### src/rtl/pipelined_alu.sv
// pipelined_alu: valid/ready ALU with single-cycle logic/arith ops and an
// iterative shift-add multiplier. One operation in flight at a time; the
// result and NZCV flags are held in registers until the consumer takes them.
module pipelined_alu #(
    parameter int WIDTH = 8
) (
    input  logic             clk,
    input  logic             rst_n,
    input  logic             in_valid,
    output logic             in_ready,
    input  logic [WIDTH-1:0] a,
    input  logic [WIDTH-1:0] b,
    input  logic [2:0]       op,
    output logic             out_valid,
    input  logic             out_ready,
    output logic [WIDTH-1:0] result,
    output logic             flag_n,
    output logic             flag_z,
    output logic             flag_c,
    output logic             flag_v,
    output logic             busy
);

    localparam int SHW = $clog2(WIDTH);
    localparam logic [SHW-1:0] LAST_ITER = SHW'(WIDTH - 1);

    localparam logic [2:0] OP_ADD = 3'b000;
    localparam logic [2:0] OP_SUB = 3'b001;
    localparam logic [2:0] OP_AND = 3'b010;
    localparam logic [2:0] OP_OR  = 3'b011;
    localparam logic [2:0] OP_MUL = 3'b100;
    localparam logic [2:0] OP_SHL = 3'b101;
    localparam logic [2:0] OP_SHR = 3'b110;
    localparam logic [2:0] OP_XOR = 3'b111;

    typedef enum logic [1:0] {
        ST_IDLE = 2'd0,
        ST_MUL  = 2'd1,
        ST_DONE = 2'd2
    } state_t;

    state_t             state_r;
    logic [WIDTH-1:0]   result_r;
    logic               flag_n_r;
    logic               flag_z_r;
    logic               flag_c_r;
    logic               flag_v_r;
    logic [2*WIDTH-1:0] mcand_r;
    logic [WIDTH-1:0]   mplier_r;
    logic [2*WIDTH-1:0] acc_r;
    logic [SHW-1:0]     cnt_r;

    // Single-cycle datapath; the extra top/bottom bit of each vector holds
    // carry, borrow or the last bit shifted out.
    logic [WIDTH:0]     sum_s;
    logic [WIDTH:0]     diff_s;
    logic [WIDTH:0]     shl_s;
    logic [WIDTH:0]     shr_s;
    logic [WIDTH-1:0]   alu_res_s;
    logic               alu_c_s;
    logic               alu_v_s;
    logic [2*WIDTH-1:0] mul_addend_s;
    logic [2*WIDTH-1:0] prod_s;

    assign sum_s  = {1'b0, a} + {1'b0, b};
    assign diff_s = {1'b0, a} - {1'b0, b};
    assign shl_s  = {1'b0, a} << b[SHW-1:0];
    assign shr_s  = {a, 1'b0} >> b[SHW-1:0];

    assign mul_addend_s = mplier_r[0] ? mcand_r : {(2*WIDTH){1'b0}};
    assign prod_s       = acc_r + mul_addend_s;

    // Select the single-cycle result and carry/overflow for the incoming op.
    always_comb begin
        alu_res_s = {WIDTH{1'b0}};
        alu_c_s   = 1'b0;
        alu_v_s   = 1'b0;
        case (op)
            OP_ADD: begin
                alu_res_s = sum_s[WIDTH-1:0];
                alu_c_s   = sum_s[WIDTH];
                alu_v_s   = (a[WIDTH-1] == b[WIDTH-1]) && (sum_s[WIDTH-1] != a[WIDTH-1]);
            end
            OP_SUB: begin
                alu_res_s = diff_s[WIDTH-1:0];
                alu_c_s   = diff_s[WIDTH];
                alu_v_s   = (a[WIDTH-1] ^ b[WIDTH-1]) & (a[WIDTH-1] ^ diff_s[WIDTH-1]);
            end
            OP_AND: alu_res_s = a & b;
            OP_OR:  alu_res_s = a | b;
            OP_SHL: begin
                alu_res_s = shl_s[WIDTH-1:0];
                alu_c_s   = shl_s[WIDTH];
            end
            OP_SHR: begin
                alu_res_s = shr_s[WIDTH:1];
                alu_c_s   = shr_s[0];
            end
            OP_XOR: alu_res_s = a ^ b;
            default: begin
                alu_res_s = {WIDTH{1'b0}};
                alu_c_s   = 1'b0;
                alu_v_s   = 1'b0;
            end
        endcase
    end

    // Control FSM plus result/flag registers and the shift-add multiplier.
    always_ff @(posedge clk or negedge rst_n) begin
        if (!rst_n) begin
            state_r  <= ST_IDLE;
            result_r <= {WIDTH{1'b0}};
            flag_n_r <= 1'b0;
            flag_z_r <= 1'b0;
            flag_c_r <= 1'b0;
            flag_v_r <= 1'b0;
            mcand_r  <= {(2*WIDTH){1'b0}};
            mplier_r <= {WIDTH{1'b0}};
            acc_r    <= {(2*WIDTH){1'b0}};
            cnt_r    <= {SHW{1'b0}};
        end else begin
            case (state_r)
                ST_IDLE: begin
                    if (in_valid) begin
                        if (op == OP_MUL) begin
                            state_r  <= ST_MUL;
                            mcand_r  <= {{WIDTH{1'b0}}, a};
                            mplier_r <= b;
                            acc_r    <= {(2*WIDTH){1'b0}};
                            cnt_r    <= {SHW{1'b0}};
                        end else begin
                            state_r  <= ST_DONE;
                            result_r <= alu_res_s;
                            flag_n_r <= alu_res_s[WIDTH-1];
                            flag_z_r <= (alu_res_s == {WIDTH{1'b0}});
                            flag_c_r <= alu_c_s;
                            flag_v_r <= alu_v_s;
                        end
                    end else begin
                        state_r <= ST_IDLE;
                    end
                end
                ST_MUL: begin
                    acc_r    <= prod_s;
                    mcand_r  <= mcand_r << 1;
                    mplier_r <= mplier_r >> 1;
                    cnt_r    <= cnt_r + SHW'(1);
                    if (cnt_r == LAST_ITER) begin
                        state_r  <= ST_DONE;
                        result_r <= prod_s[WIDTH-1:0];
                        flag_n_r <= prod_s[WIDTH-1];
                        flag_z_r <= (prod_s[WIDTH-1:0] == {WIDTH{1'b0}});
                        flag_c_r <= |prod_s[2*WIDTH-1:WIDTH];
                        flag_v_r <= 1'b0;
                    end else begin
                        state_r <= ST_MUL;
                    end
                end
                ST_DONE: begin
                    if (out_ready) begin
                        state_r <= ST_IDLE;
                    end else begin
                        state_r <= ST_DONE;
                    end
                end
                default: begin
                    state_r <= ST_IDLE;
                end
            endcase
        end
    end

    assign in_ready  = (state_r == ST_IDLE);
    assign out_valid = (state_r == ST_DONE);
    assign busy      = (state_r == ST_MUL);
    assign result    = result_r;
    assign flag_n    = flag_n_r;
    assign flag_z    = flag_z_r;
    assign flag_c    = flag_c_r;
    assign flag_v    = flag_v_r;

endmodule

### config.mk
export PLATFORM = sky130hd
export DESIGN_NAME = pipelined_alu
export DESIGN_NICKNAME = d
export VERILOG_FILES = /design/src/rtl/pipelined_alu.sv
export SDC_FILE = /design/constraint.sdc
export NUM_CORES = 1
export LEC_CHECK = 0
export ABC_AREA = 1
export CORE_MARGIN = 2
export CORE_UTILIZATION = 45
export CTS_BUF_LIST = sky130_fd_sc_hd__clkbuf_8
export DETAILED_ROUTE_END_ITERATION = 7
export SYNTH_ARGS = -nofsm -noshare
export SYNTH_HDL_FRONTEND = slang
export SYNTH_SLANG_ARGS = --single-unit
### constraint.sdc
create_clock -name clk -period 4.52 [get_ports clk]
set_input_delay 0.452 -clock clk [delete_from_list [all_inputs] [get_ports clk]]
set_output_delay 0.452 -clock clk [all_outputs]
set_load 0.1 [all_outputs]
# ---- After elaboration in Yosys (flattened, before gate mapping)
# Cells that the tools add are included.
dict set report totals {
  regBits 57
  latchBits 0
  mem_bits_rw 0
  romBits 0
  in_bits 23
  out_inout_bits 15
  word_cells 88
  memories 0
}
dict set report classes {
  add_sub_neg 4
  n_mul 0
  div 0
  magnitude_cmp 0
  eq_ne 16
  n_shift 2
  n_mux 41
  bitwise 6
  reduce_logical 9
}
# cell n
set op_table {}
lappend op_table {{16-bit 2-to-1 mux} 5}
lappend op_table {{16-bit case mux with 2 select lines} 2}
lappend op_table {{8-bit case mux with 7 select lines} 1}
lappend op_table {{8-bit 2-to-1 mux} 5}
lappend op_table {{8-bit case mux with 2 select lines} 2}
lappend op_table {{16-bit adder} 1}
lappend op_table {{8-bit logical NOT} 2}
lappend op_table {{3-bit equality test, second input constant} 5}
lappend op_table {{1-bit 2-to-1 mux} 12}
lappend op_table {{1-bit case mux with 2 select lines} 5}
lappend op_table {{8-bit by 8-bit adder with 9-bit output} 1}
lappend op_table {{8-bit by 3-bit left shift with 9-bit output} 1}
lappend op_table {{9-bit by 3-bit right shift with 9-bit output} 1}
lappend op_table {{8-bit by 8-bit subtractor with 9-bit output} 1}
lappend op_table {{8-bit AND} 1}
lappend op_table {{2-bit 2-to-1 mux} 4}
lappend op_table {{8-bit bitwise OR} 1}
lappend op_table {{8-bit OR reduction} 1}
lappend op_table {{8-bit XOR} 1}
lappend op_table {{3-bit by 2-bit equality test with 1-bit output, second input constant} 2}
lappend op_table {{3-bit 2-to-1 mux} 2}
lappend op_table {{2-bit case mux with 3 select lines} 1}
lappend op_table {{3-bit case mux with 2 select lines} 1}
lappend op_table {{2-bit by 1-bit inequality test with 1-bit output, second input constant} 2}
lappend op_table {{other kinds (16)} 18}

# ---- Depth between registers and ports, before layout
# Gate-level depths: netlist of run 1.
dict set report logic_depth {
  depth_word 7
  depth_mapped 18
  ltp_nobuf 17
}

# ---- Worst setup path after synthesis of run 1
# No wires, ideal clock.
dict set report synth_path {
  path_kind {register -> register}
  startpoint {register state_r[1]}
  endpoint {register flag_c_r, in the netlist flag_c}
  setup_time_ns 0.122
  arrival_time_ns 2.533
  required_ns 4.398
  setup_slack_ns 1.865
  stages_incl_launch_ff 8
  path_buffers 0
  synth_period_minus_slack_ns 2.655
  path_cell_list {dfrtp_1 nor2_1 nand2_1 nand3_2 inv_1 or2_2 inv_1 a21oi_1}
}
dict set report synth_between {
  elab_chain_len 3
  word_cells_on_any_way 8
  cone_classes {4 x eq/ne; 1 x mux; 3 x reduce/logical}
}
# element line_no
set synth_lines {}
lappend synth_lines {{start: declaration} 42} ;# state_t state_r;
lappend synth_lines {{start signal: assignment} 111} ;# state_r <= ST_IDLE;
lappend synth_lines {{start signal: assignment} 126} ;# state_r <= ST_MUL;
lappend synth_lines {{start signal: assignment} 132} ;# state_r <= ST_DONE;
lappend synth_lines {{2-bit logical NOT *} -}
lappend synth_lines {{net in_ready} 10} ;# output logic in_ready,
lappend synth_lines {{2-bit inequality test (no source line) or 2-bit nonzero test (tied branches)} -}
lappend synth_lines {{4-bit AND reduction (no source line)} -}
lappend synth_lines {{end signal: assignment} 136} ;# flag_c_r <= alu_c_s;
lappend synth_lines {{end signal: assignment} 153} ;# flag_c_r <= |prod_s[2*WIDTH-1:WIDTH];
lappend synth_lines {{end: declaration} 46} ;# logic flag_c_r;
# Mark *: on every way through the listed nets, which the timed path passes. The rest lies on a longest branch.
# A chain may end at the register's enable or synchronous reset.

# ---- Final worst setup path of run 1
dict set report layout_path {
  startpoint {input port b[1]}
  endpoint {register flag_z_r, in the netlist flag_z}
}
dict set report layout_between {
  elab_chain_len 6
  word_cells_on_any_way 12
  cone_classes {2 x add/sub; 2 x shift; 4 x mux; 3 x bitwise; 1 x reduce/logical}
}
# element line_no
set layout_lines {}
lappend layout_lines {{start: declaration} 12} ;# input logic [WIDTH-1:0] b,
lappend layout_lines {{8-bit by 8-bit subtractor with 9-bit output, or another cell as far along} 66} ;# assign diff_s = {1'b0, a} - {1'b0, b};
lappend layout_lines {{8-bit case mux with 7 select lines *} 78} ;# case (op)
lappend layout_lines {{8-bit logical NOT *} 135} ;# flag_z_r <= (alu_res_s == {WIDTH{1'b0}});
lappend layout_lines {{1-bit 2-to-1 mux *} 125} ;# if (op == OP_MUL) begin
lappend layout_lines {{1-bit 2-to-1 mux *} 124} ;# if (in_valid) begin
lappend layout_lines {{1-bit case mux with 2 select lines *} 122} ;# case (state_r)
lappend layout_lines {{end signal: assignment} 135}
lappend layout_lines {{end signal: assignment} 152} ;# flag_z_r <= (prod_s[WIDTH-1:0] == {WIDTH{1'b0}});
lappend layout_lines {{end: declaration} 45} ;# logic flag_z_r;
# Every way passes the cells marked *; elsewhere a longest branch is shown, timed or not. The select of a mux whose other input is x is not followed.

==> run metrics, run 1 <==
Crit Reg-Reg Endpoint result[6]; Ports 38; Worst slew margin 34.29%; total clock sinks 56; GPL Wtd Cong 0.9706; CTS Buf Count 5; Final Hold Fails 0; R2R Path Start mplier_r[0]; # Post-CTS Setup Buffers 0; Rows 38; Syn-to-layout area delta 10.87%; VDD IR max 484.8 uV; worst reg2reg path depth 13; buffers and inverters on the worst path 3; # DRC 0; Seq/Total Area, Yosys 27.37%; maxcap violations 0; overall via count from detail_route 5112; Post-Synthesis Cell Area 5120 um2; First DRT Iteration DRCs 420; Layout fillers 1151; outcome complete, no violations; critical path, cell by cell clkdlybuf4s50_1 > buf_4 > clkinv_1 > ha_1 > nor2_1 > nand2_1 > nand2_1 > nand2_1 > nand3_1 > nand3_1 > nor2_1 > nand3_1 > nor2_1 > nand3_1 > a21oi_1; Fmax 0.3308 GHz; DRT Pass-1 Iters 6; Die Wd 110.7 um; area occupied by multi-input gates 3133 um2; Vias/cell 5.342; Post-Syn Nets 860; Crit path depth 15; first-pass GRT wire length 25820 um; CP top delay family buffers and inverters; Min-Delay Path Class in2async; clock slew at reported path FFs 0.12 ns; measured slew at the worst slew-check pin 0.9826 ns; FF+latch area 1401 um2; Design Power 2722 uW; RSZ-0062 raised after global routing no; worst skew pair latency 0.34 ns; reg-to-reg setup timing slack 1.87 ns; vias in the first global route 4997; Lkg Pwr 0.003052 uW; Worst Setup EP flag_z; worst setup path startpoint b[1]; core footprint 10980 um2; ANT cells 0; grt ovf 0; hold_ws 0.4177 ns; Overall Global Routing Usage 26.00%; Die Area 12250 um2; CP Class in2reg; Port-buffer cells 37; Syn Inst Count 792; CP most frequent cell nand3_1; CTS resizes 0; WP data required 4.78 ns; Initial Utilization 46.62%; Fin Setup TNS 0 ns; DP Wirelength 12280 um; Die Y 110.7 um; htree depth 2; CTS Buffer Depth 2; nets 884; Final ANT Viol Nets 0; fin crit period 3.023 ns; flops & latches, synth 56; power density cells 479.5 nW/um2; hold_buf cts 1; Setup crit start kind input port; CP max stage cell ha_1; Avg Inst Size Synth 6.465 um2; Final setup viols 0; synth warn 0; Root Buffer clkbuf_8; fin crit share 66.87%; slowest stage delay, CP 0.54 ns; Synth cell types 36; final wirelength 15550 um; final slew viol count 0; initial antenna violation count 0; layout cells sized above 1 3.794%; critical-path maximum fanout 23; clock tree from TritonCTS built; DR WL/cell 16.25 um; Crit. End Element register; pin count of the biggest net entering global routing 56; worst clock skew 0.01219 ns; Arr. time, crit path 3.28 ns
cells by family after synthesis:
| group | count (synthesis) | share of synthesized area [%] |
|---|---|---|
| simple gates | 414 | 34.38 |
| buf+inv | 148 | 11.49 |
| compound gates | 120 | 13.78 |
| flops | 56 | 27.37 |
| fa+ha+maj | 45 | 11.44 |
| xor+xnor | 9 | 1.539 |
per-stage QoR:
stage	cells	instance area, um2	setup WS (ns)	util, %
3_3_place_gp	948	5570	1.286	50.72
6_report	957	5677	1.497	51.69
5_1_grt	957	5677	1.246	51.69
4_1_cts	957	5677	1.579	51.69
3_5_place_dp	948	5570	1.224	50.72
2_1_floorplan	792	5120	1.865	-
worst register-to-register path: cells and delay by family, from the launching register on:
kind	cells	cell delay, ns
XOR/XNOR	1	0.16
AND/OR/NAND/NOR	7	0.95
buffers and inverters	1	0.05
flip-flops	1	0.60
AO/OA/AOI/OAI	2	0.19
adder cells (fa/ha/maj)	2	0.65
cells in the final DEF (no fill, tap or decap), types with 2 or more instances in the layout:
master	instances
dfrtp_1	56
nor3_1	6
o211ai_1	19
nand3_1	95
nor2_1	58
o21a_1	5
nor2_2	2
nand4_1	8
o21ai_0	40
o21bai_1	3
or2_2	9
xor2_1	5
o22ai_1	9
a22o_1	2
and2_1	3
a21oi_1	35
buf_4	5
clkbuf_8	5
inv_1	118
inv_2	3
ha_1	42
nand2_1	227
nand3b_1	3
xnor2_1	4
a31oi_1	2
fa_1	3
o221ai_1	2
clkdlybuf4s50_1	36
layout make-up:
class                      count  share of cell area (%)
multi-input combinational    588                   55.19
sequential                    56                   24.69
inverter                     122                   8.067
timing repair buffer          43                   7.274
tap                          140                   3.086
clock buffer                   5                   1.212
clock inverter                 3                  0.4849
cells in the mapped netlist, drive strengths merged:
library cell	count	share of area [%]
nand2	227	17
inv	121	8.9
nand3	96	9.5
nor2	61	4.7
dfrtp	56	27
ha	42	10
o21ai	40	3.9
a21oi	35	3.4
o211ai	19	2.8
buf	14	1.5
clkbuf	12	1.1
o22ai	9	1.1
or2	9	1.1
nand4	8	0.98
nor3	6	0.59
o21a	5	0.73
xor2	5	0.86
xnor2	4	0.68
and2	3	0.37
fa	3	1.2
nand3b	3	0.44
o21bai	3	0.44
a21o	2	0.32
a22o	2	0.34
a31oi	2	0.24
o221ai	2	0.34
clkinv	1	0.073
nor4	1	0.12
o31ai	1	0.15
state kept, by name (all words and copies together) (netlist names):
register  count
flag_c        1
cnt_r         3
mcand_r      16
flag_v        1
flag_z        1
acc_r        16
result        8
state_r       2
mplier_r      8
where the power goes:
group,switching [uW],internal [uW]
Clock,194,115
Sequential,131,688
Combinational,1120,473
Total,1450,1280
how the worst min path moves through the flow:
stage	depth (start not counted)	slack [ns]	startpoint	endpoint
final	2	0.42	rst_n	mplier_r[3]
after global routing	2	0.43	rst_n	mplier_r[3]
after CTS	2	0.40	rst_n	mplier_r[3]
after detailed placement	1	0.24	rst_n	mplier_r[3]
after global placement	1	0.24	rst_n	mplier_r[3]
after floorplan	0	0.16	rst_n	acc_r[0]
routing by layer:
layer | wire length, um | vias up | track usage [%]
met4 | 547 | 0 | 10.08
li1 | - | 2604 | -
met3 | 590 | 26 | 3.007
met1 | 7403 | 2364 | 35.58
met2 | 7008 | 118 | 42.17
met5 | 0 | - | 0
Power figures use the tool's default switching activity.
==> run 2, diff against run 1 <==
--- a/config.mk
+++ b/config.mk
@@ -10,6 +10,7 @@
 export CORE_UTILIZATION = 45
 export CTS_BUF_LIST = sky130_fd_sc_hd__clkbuf_8
 export DETAILED_ROUTE_END_ITERATION = 7
+export PLACE_DENSITY = 0.66
 export SYNTH_ARGS = -nofsm -noshare
 export SYNTH_HDL_FRONTEND = slang
 export SYNTH_SLANG_ARGS = --single-unit
==> constraint.sdc (replaced) <==
create_clock -name clk -period 2.7 [get_ports clk]
set_input_delay 0.27 -clock clk [delete_from_list [all_inputs] [get_ports clk]]
set_output_delay 0.27 -clock clk [all_outputs]
set_load 0.1 [all_outputs]
==> run 2 against run 1 <==
  * Clock skew decreased by 0.0054 ns
  * Highest routed layer unchanged
  * Die area stayed put
  * Count of clock-buffer cells in the layout up 1
  * Worst hold slack worse by 0.34 ns
  * Sequential cell count unchanged
  * Utilization grew 1.1 points
  * Clock power grew 61%
  * First-iteration DRC count rose by 7.1%
  * Combinational power up 70%
  * Sequential power up 65%
==> run metrics, run 2 (synthesized netlist as in run 1, its figures left out) <==
outcome complete, no violations (unchanged); Final ANT Viol Nets 0 (unchanged); # Post-CTS Setup Buffers 0 (unchanged); initial antenna violation count 0 (unchanged); grt ovf 0 (unchanged); R2R Path Start mplier_r[0] (unchanged); fin crit share 91.89%; WP data required 2.91 ns (was 4.78 ns); Overall Global Routing Usage 25.54% (was 26.00%); setup ws final 0.2189 ns (was 1.497 ns); Final setup viols 0 (unchanged); CP max stage cell dfrtp_1 (was ha_1); Syn-to-layout area delta 13.22% (was 10.87%); pre-CTS setup slack 0.02815 ns (was 1.224 ns); Ports 38 (unchanged); core footprint 10980 um2 (unchanged); maxcap violations 0 (unchanged); worst reg2reg path depth 16 (was 13); clock slew at reported path FFs 0.10 ns (was 0.12 ns); Final Hold Fails 0 (unchanged); RSZ-0062 raised after global routing no (unchanged); CP most frequent cell nand2_1 (was nand3_1); layout cells sized above 1 8.115% (was 3.794%); GPL Wtd Cong 1.002 (was 0.9706); Vias/cell 5.399 (was 5.342); # DRC 0 (unchanged); Die Wd 110.7 um (unchanged); DRT Pass-1 Iters 7 (was 6); Initial Utilization 46.62% (unchanged); Arr. time, crit path 2.69 ns (was 3.28 ns); critical-path maximum fanout 13 (was 23); first-pass GRT wire length 25670 um (was 25820 um); fin crit period 2.481 ns; CTS Buffer Depth 2 (unchanged); VDD IR max 639.1 uV (was 484.8 uV); Rows 38 (unchanged); Crit. End Element register (unchanged); DP Wirelength 12250 um (was 12280 um); Die Area 12250 um2 (unchanged); overall via count from detail_route 5280 (was 5112); reg-to-reg setup timing slack 0.22 ns (was 1.87 ns); total clock sinks 56 (unchanged); DR WL/cell 15.66 um (was 16.25 um); ANT cells 0 (unchanged); Fmax 0.4031 GHz; vias in the first global route 5112 (was 4997); pin count of the biggest net entering global routing 57 (was 56); worst setup path startpoint mplier_r[0] (was b[1]); clock tree from TritonCTS built (unchanged); nets 905 (was 884); largest registers acc_r x16, mcand_r x16 (unchanged); Layout fillers 1106 (was 1151); worst skew pair latency 0.32 ns (was 0.34 ns); Crit Reg-Reg Endpoint flag_c (was result[6]); power density cells 785.6 nW/um2 (was 479.5 nW/um2); Root Buffer clkbuf_8 (unchanged); Min-Delay Path Class in2async (unchanged); slowest stage delay, CP 0.44 ns (was 0.54 ns); First DRT Iteration DRCs 450 (was 420); final wirelength 15320 um (was 15550 um); Setup crit start kind register (was input port); CP Class reg2reg (was in2reg); measured slew at the worst slew-check pin 0.7248 ns (was 0.9826 ns); commonest non-fill, non-tap cell in the layout nand2_1 (unchanged); Worst Setup EP flag_c (was flag_z); most frequent cells in the layout nand2_1 (227), inv_1 (119), nand3_1 (95), nor2_1 (58), dfrtp_1 (56) (was nand2_1 (227), inv_1 (118), nand3_1 (95), nor2_1 (58), dfrtp_1 (56)); Fin Setup TNS 0 ns (unchanged); Lkg Pwr 0.003172 uW (was 0.003052 uW); worst clock skew 0.006810 ns (was 0.01219 ns); critical path, cell by cell buf_4 > nand2_1 > inv_1 > ha_1 > nand2_1 > nor3_2 > and2_1 > nand2_1 > nand2_1 > nand2_1 > nand2_1 > nand2_1 > nor2_1 > nand2_1 > nand2_1 > a21oi_1 (was clkdlybuf4s50_1 > buf_4 > clkinv_1 > ha_1 > nor2_1 > nand2_1 > nand2_1 > nand2_1 > nand3_1 > nand3_1 > nor2_1 > nand3_1 > nor2_1 > nand3_1 > a21oi_1); final slew viol count 0 (unchanged); Worst slew margin 51.68% (was 34.29%); Port-buffer cells 37 (unchanged); Die Y 110.7 um (unchanged); htree depth 2 (unchanged); CTS Buf Count 5 (unchanged)
==> run 2: metrics by stage <==
step | std cells | total power, uW | hold slack (ns) | area (um2) | util (%)
after CTS | 978 | 4557 | 0.1114 | 5792 | 52.73
after floorplan | 792 | 3358 | -0.02559 | 5120 | -
after global placement | 970 | 4021 | 0.4570 | 5698 | 51.88
final | 978 | 4554 | 0.07359 | 5797 | 52.78
after detailed placement | 970 | 4047 | 0.4648 | 5698 | 51.88
after global routing | 978 | 4916 | 0.1510 | 5797 | 52.78
==> run 2: how the worst min path moves through the flow <==
stage	endpoint	slack, ns	cells past startpoint
5_1_grt	acc_r[14]	0.15	2
3_3_place_gp	acc_r[14]	0.46	2
4_1_cts	acc_r[14]	0.11	2
3_5_place_dp	acc_r[14]	0.46	2
2_1_floorplan	acc_r[0]	-0.03	0
6_report	acc_r[14]	0.07	2
==> run 2: cell type report <==
| cell class | instances | area [um2] | share of cell area (%) |
|---|---|---|---|
| Clock buffer | 6 | 82.58 | 1.425 |
| Tap cell | 140 | 175.2 | 3.022 |
| Multi-Input combinational cell | 588 | 3138 | 54.13 |
| Sequential cell | 56 | 1401 | 24.17 |
| Timing Repair Buffer | 64 | 530.5 | 9.152 |
| Clock inverter | 2 | 11.26 | 0.1943 |
| Inverter | 122 | 457.9 | 7.900 |
==> run 2: worst max-delay path: cells and delay by family (launching register included) <==
| kind | cells | cell delay [ns] |
|---|---|---|
| compound gates | 1 | 0.06 |
| buf+inv | 2 | 0.25 |
| simple gates | 12 | 1.21 |
| flops | 1 | 0.44 |
| fa+ha+maj | 1 | 0.40 |
==> run 2: report_power, final <==
| group | internal [uW] | switching [uW] |
|---|---|---|
| Clock | 206 | 290 |
| Sequential | 1150 | 199 |
| Combinational | 793 | 1910 |
==> run 2: what timing repair did <==
| action | CTS | global route |
|---|---|---|
| endpoints found under the setup margin | 0 | 1 |
| hold buffers | 0 | 0 |
| resized for setup | 0 | 1 |
| hold endpoints to repair | 0 | 0 |
==> run 2: per-layer routing <==
metal / vias up / global-route usage [%] / wire length, um
li1: 2647 / - / -
met1: 2462 / 36.02 / 7323
met5: - / 0 / 0
met2: 140 / 40.86 / 6885
met3: 31 / 2.679 / 626
met4: 0 / 8.917 / 480
==> run 3, diff against run 2 <==
--- a/config.mk
+++ b/config.mk
@@ -6,6 +6,7 @@
 export NUM_CORES = 1
 export LEC_CHECK = 0
 export ABC_AREA = 1
+export CORE_ASPECT_RATIO = 0.6
 export CORE_MARGIN = 2
 export CORE_UTILIZATION = 45
 export CTS_BUF_LIST = sky130_fd_sc_hd__clkbuf_8
==> run 3 against run 2 <==
  * Sequential cell count stayed put
  * Wire length is 13% higher
  * Design area is 3.1% higher
  * Worst hold slack gained 0.41 ns
  * Clock power up 24%
  * First-iteration DRC count is 54% higher
  * Clock skew increased by 0.010 ns
  * Utilization up 0.63 points
  * Largest power group unchanged
==> run metrics, run 3 (synthesized netlist as in run 1, its figures left out) <==
clock tree from TritonCTS built (unchanged); WP data required 2.93 ns (was 2.91 ns); commonest non-fill, non-tap cell in the layout nand2_1 (unchanged); overall via count from detail_route 5531 (was 5280); Crit Reg-Reg Endpoint flag_c (unchanged); CP most frequent cell nand2_1 (unchanged); Design Area, Final 5974 um2 (was 5797 um2); initial antenna violation count 0 (unchanged); core footprint 11190 um2 (was 10980 um2); Lkg Pwr 0.003260 uW (was 0.003172 uW); htree depth 2 (unchanged); Crit. End Element register (unchanged); worst reg2reg path depth 17 (was 16); power density cells 799.1 nW/um2 (was 785.6 nW/um2); Final ANT Viol Nets 0 (unchanged); setup ws final 0.1789 ns (was 0.2189 ns); ANT cells 0 (unchanged); First DRT Iteration DRCs 692 (was 450); Worst slew margin 57.90% (was 51.68%); measured slew at the worst slew-check pin 0.6315 ns (was 0.7248 ns); Min-Delay Path Class in2async (unchanged); pre-CTS setup slack 0.02606 ns (was 0.02815 ns); reg-to-reg setup timing slack 0.18 ns (was 0.22 ns); fin crit period 2.521 ns (was 2.481 ns); largest registers acc_r x16, mcand_r x16 (unchanged); Vias/cell 5.537 (was 5.399); Die Wd 141.7 um (was 110.7 um); GPL Wtd Cong 1.057 (was 1.002); total clock sinks 56 (unchanged); DRT Pass-1 Iters 5 (was 7); critical-path maximum fanout 9 (was 13); Die Y 86.62 um (was 110.7 um); Final Hold Fails 0 (unchanged); FF+latch area 1403 um2 (was 1401 um2); maxcap violations 0 (unchanged); layout cells sized above 1 10.64% (was 8.115%); R2R Path Start mplier_r[0] (unchanged); worst skew pair latency 0.33 ns (was 0.32 ns); final slew viol count 0 (unchanged); Initial Utilization 45.77% (was 46.62%); critical path, cell by cell buf_4 > nand2_1 > inv_1 > ha_2 > nand2_1 > inv_1 > nand3_1 > nor3_2 > nand2_1 > nand2_1 > nand2_1 > nand2_1 > nand2_1 > nor2_2 > nand2_1 > nand2_1 > a21oi_1 (was buf_4 > nand2_1 > inv_1 > ha_1 > nand2_1 > nor3_2 > and2_1 > nand2_1 > nand2_1 > nand2_1 > nand2_1 > nand2_1 > nor2_1 > nand2_1 > nand2_1 > a21oi_1); pin count of the biggest net entering global routing 40 (was 57); clock slew at reported path FFs 0.12 ns (was 0.10 ns); grt ovf 0 (unchanged); outcome complete, no violations (unchanged); Port-buffer cells 37 (unchanged); VDD IR max 395.2 uV (was 639.1 uV); worst clock skew 0.01698 ns (was 0.006810 ns); CP Class reg2reg (unchanged); fin crit share 93.37% (was 91.89%); first-pass GRT wire length 27420 um (was 25670 um); # DRC 0 (unchanged); Syn-to-layout area delta 16.69% (was 13.22%); area occupied by multi-input gates 3154 um2 (was 3138 um2); area post-placement 5816 um2 (was 5698 um2); Fmax 0.3967 GHz (was 0.4031 GHz); Final setup viols 0 (unchanged); nets 922 (was 905); DP Wirelength 14070 um (was 12250 um); Arr. time, crit path 2.76 ns (was 2.69 ns); Root Buffer clkbuf_8 (unchanged); vias in the first global route 4988 (was 5112); Layout fillers 1115 (was 1106); CTS Buffer Depth 2 (unchanged); CP max stage cell dfrtp_2 (was dfrtp_1); final wirelength 17240 um (was 15320 um); DR WL/cell 17.26 um (was 15.66 um); Rows 30 (was 38); Setup crit start kind register (unchanged); Ports 38 (unchanged); Die Area 12270 um2 (was 12250 um2); slowest stage delay, CP 0.45 ns (was 0.44 ns); Overall Global Routing Usage 29.12% (was 25.54%); RSZ-0062 raised after global routing no (unchanged); Fin Setup TNS 0 ns (unchanged); CTS Buf Count 5 (unchanged); most frequent cells in the layout nand2_1 (227), inv_1 (118), nand3_1 (95), buf_4 (58), nor2_1 (57) (was nand2_1 (227), inv_1 (119), nand3_1 (95), nor2_1 (58), dfrtp_1 (56))
run 3: per-layer routing:
layer / wire length, um / track usage (%) / share of wire, % / up-vias
li1: - / - / - / 2678
met1: 9135 / 48.44 / 53 / 2578
met2: 6060 / 36.36 / 35 / 264
met3: 1944 / 8.508 / 11 / 11
met4: 103 / 3.545 / 0.60 / 0
met5: 0 / 0 / 0 / -
run 3: through the flow:
stage / cells / power [uW] / utilization (%) / hold WS [ns]
3_5_place_dp: 989 / 4098 / 51.99 / 0.3285
6_report: 999 / 4774 / 53.41 / 0.4790
4_1_cts: 998 / 4717 / 53.15 / 0.4970
2_1_floorplan: 792 / 3358 / - / -0.02559
5_1_grt: 999 / 5098 / 53.41 / 0.5167
3_3_place_gp: 989 / 4060 / 51.99 / 0.3238
run 3: worst max path at each step:
stage / endpoint / slack [ns] / startpoint / depth (start not counted)
5_1_grt: flag_c / 0.002 / mplier_r[0] / 17
2_1_floorplan: flag_c / 0.04 / state_r[1] / 7
4_1_cts: flag_c / 0.04 / mplier_r[0] / 16
3_3_place_gp: flag_c / 0.02 / mplier_r[0] / 16
6_report: flag_c / 0.18 / mplier_r[0] / 17
3_5_place_dp: flag_z / 0.03 / a[0] / 14
run 3: critical path: cells and delay by family (launching register included):
family / cells / cell delay, ns
flops: 1 / 0.45
compound gates: 1 / 0.06
simple gates: 12 / 1.24
fa+ha+maj: 1 / 0.37
buf+inv: 3 / 0.31
run 3: area by class of cell:
class	instances	share of cell area, %
Multi-Input combinational cell	588	52.80
Sequential cell	56	23.48
Timing Repair Buffer	81	11.06
Inverter	122	7.665
Tap cell	144	3.016
Clock buffer	5	1.152
Clock inverter	3	0.8377
run 3: repair_timing:
| item | 4_1_cts | 5_1_grt |
|---|---|---|
| pin swaps | 0 | 1 |
| cloned | 0 | 0 |
| hold endpoints to repair | 25 | 0 |
| hold buffers | 1 | 0 |
| resized for setup | 1 | 7 |
| endpoints found under the setup margin | 1 | 1 |
| buffers inserted | 0 | 1 |
run 3: report_power, final:
part           leakage [uW]  total, uW  internal (uW)  switching, uW
Combinational       0.00247       2810            828           1990
Sequential         0.000726       1350           1150            195
Clock             0.0000607        613            287            326
Total               0.00326       4770           2270           2510
